## src/rtl/rv23_regfile_sb.sv

```systemverilog
// rv23_regfile_sb: multi-port integer register file with write-to-read bypass
// and a per-register scoreboard of pending writes. x0 has no storage and no busy bit.
module rv23_regfile_sb #(
  parameter int unsigned ADDRESS_BITWIDTH = 5,
  parameter int unsigned DATA_WIDTH       = 32,
  parameter int unsigned NUM_READ         = 2,
  parameter int unsigned NUM_WRITE        = 2,
  parameter bit          BYPASS           = 1'b1
) (
  input  logic                                  clk,
  input  logic                                  reset,
  input  logic [NUM_READ*ADDRESS_BITWIDTH-1:0]  rs,
  output logic [NUM_READ*DATA_WIDTH-1:0]        rdata,
  output logic [NUM_READ-1:0]                   rbusy,
  input  logic [NUM_WRITE*ADDRESS_BITWIDTH-1:0] wa,
  input  logic [NUM_WRITE*DATA_WIDTH-1:0]       wd,
  input  logic [NUM_WRITE-1:0]                  we,
  input  logic                                  issue_valid,
  input  logic [ADDRESS_BITWIDTH-1:0]           issue_rd,
  output logic                                  issue_ready,
  input  logic                                  flush,
  output logic [ADDRESS_BITWIDTH:0]             busy_count
);

  localparam int unsigned AW       = ADDRESS_BITWIDTH;
  localparam int unsigned DW       = DATA_WIDTH;
  localparam int unsigned NUM_REGS = 1 << AW;

  logic [DW-1:0]       regs_q  [1:NUM_REGS-1];
  logic [NUM_REGS-1:1] busy_q;
  logic [NUM_REGS-1:1] busy_d;
  logic [AW:0]         busy_count_q;
  logic [AW:0]         busy_count_d;

  logic [NUM_REGS-1:1] wr_hit;
  logic [DW-1:0]       wr_data [1:NUM_REGS-1];
  logic [DW-1:0]       reg_view [NUM_REGS];
  logic [NUM_REGS-1:0] busy_view;
  logic                issue_acc;

  // Per-register write decode; a higher-index port overrides a lower one.
  always_comb begin
    for (int unsigned r = 1; r < NUM_REGS; r++) begin
      wr_hit[r]  = 1'b0;
      wr_data[r] = '0;
      for (int unsigned w = 0; w < NUM_WRITE; w++) begin
        if (we[w] && (wa[w*AW +: AW] == AW'(r))) begin
          wr_hit[r]  = 1'b1;
          wr_data[r] = wd[w*DW +: DW];
        end
      end
    end
  end

  // Zero-extended views so x0 can be indexed like any other register.
  always_comb begin
    reg_view[0] = '0;
    for (int unsigned r = 1; r < NUM_REGS; r++) begin
      reg_view[r] = regs_q[r];
    end
    busy_view = {busy_q, 1'b0};
  end

  // Issue handshake: refuse while in reset, during flush, or on a busy destination.
  always_comb begin
    issue_ready = reset & ~flush & ((issue_rd == '0) | ~busy_view[issue_rd]);
    issue_acc   = issue_valid & issue_ready;
  end

  // Scoreboard next state and its popcount; issue beats a same-cycle write.
  always_comb begin
    busy_d       = busy_q;
    busy_count_d = '0;
    for (int unsigned r = 1; r < NUM_REGS; r++) begin
      if (flush) begin
        busy_d[r] = 1'b0;
      end else if (issue_acc && (issue_rd == AW'(r))) begin
        busy_d[r] = 1'b1;
      end else if (wr_hit[r]) begin
        busy_d[r] = 1'b0;
      end
      busy_count_d = busy_count_d + {{AW{1'b0}}, busy_d[r]};
    end
  end

  // Combinational read ports with optional same-cycle forwarding of write data.
  always_comb begin
    rdata = '0;
    rbusy = '0;
    for (int unsigned p = 0; p < NUM_READ; p++) begin
      rdata[p*DW +: DW] = reg_view[rs[p*AW +: AW]];
      rbusy[p]          = busy_view[rs[p*AW +: AW]];
      if (BYPASS && reset && (rs[p*AW +: AW] != '0)) begin
        for (int unsigned w = 0; w < NUM_WRITE; w++) begin
          if (we[w] && (wa[w*AW +: AW] == rs[p*AW +: AW])) begin
            rdata[p*DW +: DW] = wd[w*DW +: DW];
          end
        end
      end
    end
  end

  // State update with synchronous active-low reset; flush never blocks writes.
  always_ff @(posedge clk) begin
    if (!reset) begin
      for (int unsigned r = 1; r < NUM_REGS; r++) begin
        regs_q[r] <= '0;
      end
      busy_q       <= '0;
      busy_count_q <= '0;
    end else begin
      for (int unsigned r = 1; r < NUM_REGS; r++) begin
        if (wr_hit[r]) begin
          regs_q[r] <= wr_data[r];
        end
      end
      busy_q       <= busy_d;
      busy_count_q <= busy_count_d;
    end
  end

  assign busy_count = busy_count_q;

endmodule
```

## config.mk

```make
export PLATFORM = sky130hd
export DESIGN_NAME = rv23_regfile_sb
export DESIGN_NICKNAME = d
export VERILOG_FILES = /design/src/rtl/rv23_regfile_sb.sv
export SDC_FILE = /design/constraint.sdc
export NUM_CORES = 2
export LEC_CHECK = 0
export CAP_MARGIN = 20
export CORE_MARGIN = 4
export CORE_UTILIZATION = 43
export CTS_BUF_LIST = sky130_fd_sc_hd__clkbuf_16
export DETAILED_ROUTE_END_ITERATION = 8
export PLACE_DENSITY = 0.63
export SLEW_MARGIN = 20
export SYNTH_ARGS = -nofsm -noshare
export SYNTH_HDL_FRONTEND = slang
export SYNTH_SLANG_ARGS = --single-unit
```

## constraint.sdc

```tcl
create_clock -name clk -period 8.9 [get_ports clk]
set_input_delay 0.89 -clock clk [delete_from_list [all_inputs] [get_ports clk]]
set_output_delay 0.89 -clock clk [all_outputs]
set_load 0.01 [all_outputs]
```

==> results.py <==
metrics = {
    "status": {
        "status": "completed",
    },
    "sta": {
        "tns_ns": 0,
        "hold_violations": 0,
        "finalClockSkew_ns": 0.0170,
        "rsz0062_at_grt": "no",
        "setup_slack_ns": 1.62,
        "max_slew_margin": 0.135,
        "period_needed_ns": 7.28,
        "tightestPinTransition_ns": 1.29,
        "final_max_slew_viol_count": 0,
        "setup_violations": 0,
        "timing.final.crit_share": 0.818,
        "fmax_ghz": 0.137,
    },
    "global_route": {
        "grt-busiest-layer": "met2",
        "antenna_found_initial": 7,
        "grt_usage": 0.357,
        "gr-usage-met3": 0.130,
        "met1_usage": 0.461,
        "grt_pass1_vias": 59300,
        "grt_pass1_wl_um": 422000,
        "use_met2": 0.511,
        "grt_max_degree": 89,
        "grt-ovfl-total": 0,
    },
    "power": {
        "clockPowerShare": 0.370,
        "pwr-share-seq": 0.459,
        "total_power_mw": 12.6,
        "switching_share": 0.292,
        "p_comb_frac": 0.171,
        "p_switching_mw": 3.67,
        "p_per_area_nw_per_um2": 171,
        "leakage_nw": 26.3,
        "irDropWorstVdd_uv": 164,
        "internal_power_mw": 8.90,
    },
    "clocking": {
        "cts.sinks": 1029,
        "cts_resized": 0,
        "clkTransAtPathRegs_ns": 0.06,
        "cts_setup_buffers": 0,
        "cts-buffers-inserted": 115,
        "cts_root_buffer": "clkbuf_16",
        "clockBufferDepth": 3,
        "cts_tree": "built",
        "clock_latency_ns": 0.76,
        "htreeDepth": 3,
        "postCtsHoldBufs": 0,
    },
    "setup_path": {
        "critical_path.startpoint_type": "input pin",
        "critical_path_arrival_ns": 7.93,
        "crit_fanout": 12,
        "crit_path_end_kind": "register",
        "criticalPathCategory": "input pin to register",
        "crit_required_ns": 9.54,
    },
    "placement": {
        "post-place-ws_ns": 0.856,
        "place.gp.congestion": 0.943,
        "dp_hpwl_um": 176000,
        "port-buffer-count": 167,
        "postPlaceCellArea_um2": 70000,
    },
    "synth": {
        "synth_area_leader_cell": "edfxtp_1",
        "synth_compound_area_frac": 0.138,
        "synthCells": 6780,
        "netlist_area_um2": 66900,
        "synthMuxAreaShare": 0.183,
        "synth_seq_area_share": 0.456,
        "synth_seq_cells": 1029,
        "synth_xor_area_frac": 0.00288,
        "ys_warn_count": 0,
        "syn_nets": 6905,
        "synth_fa_ha_area_frac": 0.00819,
        "avgSynthCellArea_um2": 9.87,
        "synth.distinct_cells": 77,
        "yosys.area_share.simple": 0.156,
        "synth_top_family_by_area": "multiplexers",
        "ys.flop_type": "edfxtp_1",
        "async_flop_share": 0,
        "synth.area.top_cells": "edfxtp_1 (45%), mux4_2 (14%), nand2_1 (12%)",
        "synth-edff-count": 992,
        "synth.top_cell.area_share": 0.445,
    },
    "floorplanning": {
        "initial_core_util": 0.433,
        "dieArea_um2": 162000,
        "die_w_um": 402,
        "num_rows": 144,
        "die_y_um": 402,
        "coreArea_um2": 154000,
        "ios": 168,
    },
    "final_layout": {
        "fillers": 13900,
        "multi_input_area_um2": 33000,
        "regArea_um2": 30500,
        "fin_nets": 6634,
        "fin_area_um2": 73600,
        "drive_above_1_share": 0.149,
        "synthToLayoutAreaGrowth_pct": 9.95,
    },
    "flow_run": {
        "maxCapViolCount": 0,
    },
    "detailed_routing": {
        "vias_per_cell": 7.06,
        "detail_route.wl_per_cell_um": 34.7,
        "dr.pass1.iters": 7,
        "routed_wl_um": 300000,
        "drt_iter0_markers": 12500,
        "num_vias": 61000,
        "drcViolationCount": 0,
        "ant_nets": 0,
    },
    "hold_path": {
        "holdCritPathClass": "register to register",
    },
}
cell usage after synthesis (50+ instances only):
cell type  count
nand2_1     2155
clkbuf_1     550
edfxtp_1     992
buf_4         54
mux2i_1      257
inv_1         73
buf_2        115
nor3_1        55
a21oi_1     1037
a31oi_1       50
buf_1         75
mux4_2       402
nor2_1        86
mux2_2        53
nand2b_1      51
a211o_1       50
o22ai_1       72
layer usage:
layer | share of wire | vias up
li1 | - | 24000
met1 | 0.33 | 29200
met2 | 0.42 | 6421
met3 | 0.17 | 1297
met4 | 0.075 | 10
met5 | 0.00022 | -
worst max-delay path, cell delays in order:
cell and delay [ns]:
clkdlybuf4s50_1 0.73, buf_4 0.30, mux4_2 0.55, or3_1 0.51
nand2b_1 0.21, o21a_1 0.14, fa_1 0.53, fa_1 0.51
inv_1 0.05, fa_1 0.48, inv_1 0.07, fa_1 0.54
fa_1 0.43, fa_1 0.49, inv_1 0.05, fa_1 0.41
fa_1 0.47, a21o_1 0.19, a21oi_1 0.16, xnor2_1 0.07
and2_1 0.15
state kept, by name (all words and copies together) (netlist names):
name and count:
regs_q 992, busy_count 6, busy_q 31
power groups by stage:
stage	Combinational (mW)	Sequential, mW	Clock, mW
after floorplan	1.23	5.79	0
after detailed placement	2.04	5.85	0
after global placement	2.02	5.83	0
after global routing	2.19	5.79	4.83
after CTS	2.05	5.75	4.64
final	2.15	5.77	4.66
through the flow:
| step | hold WS, ns | std cells | utilization |
|---|---|---|---|
| after CTS | 0.511 | 8640 | 0.476 |
| after detailed placement | 0.510 | 8434 | 0.453 |
| after global placement | 0.518 | 8434 | 0.453 |
| final | 0.515 | 8645 | 0.476 |
| after floorplan | 0.470 | 6780 | - |
| after global routing | 0.534 | 8642 | 0.476 |
area by class of cell:
cell class | instances | area share
well taps | 2044 | 0.0348
clock buffers | 116 | 0.0395
flip-flops and latches | 1029 | 0.415
inverters | 73 | 0.00372
multi-input cells | 4867 | 0.448
repair buffers | 423 | 0.0503
diodes | 3 | 0.000102
clock inverters | 90 | 0.00844
cell usage in the layout, fill, tap and decap left out, types with 43 or more instances in the layout:
master / instances
o22ai_1: 72
nor2b_1: 45
mux4_2: 402
a21oi_1: 1037
mux2_2: 53
a31oi_1: 50
nand2_1: 2121
clkbuf_16: 116
nor3_1: 55
nand3_1: 48
a211o_1: 50
mux2i_1: 257
nor2_1: 58
clkdlybuf4s50_1: 157
edfxtp_1: 992
o31ai_1: 44
inv_1: 100
buf_4: 252
a211oi_1: 43
kinds of logic after synthesis:
group                    Yosys count
flip-flops                      1029
adder cells (fa/ha/maj)           30
buffers and inverters            884
AND/OR/NAND/NOR                 2540
XOR/XNOR                          22
multiplexers                     712
AO/OA/AOI/OAI                   1563
worst paths after layout:
path | cells past startpoint | slack, ns | startpoint | endpoint
worst min register to register | 2 | 0.52 | busy_q[30] | busy_q[30]
worst max register to register | 19 | 2.26 | busy_q[4] | busy_count[4]
worst max-delay path | 21 | 1.62 | issue_rd[0] | busy_count[4]
worst min-delay path | 2 | 0.52 | busy_q[30] | busy_q[30]
(Power assumes the default switching activity.)
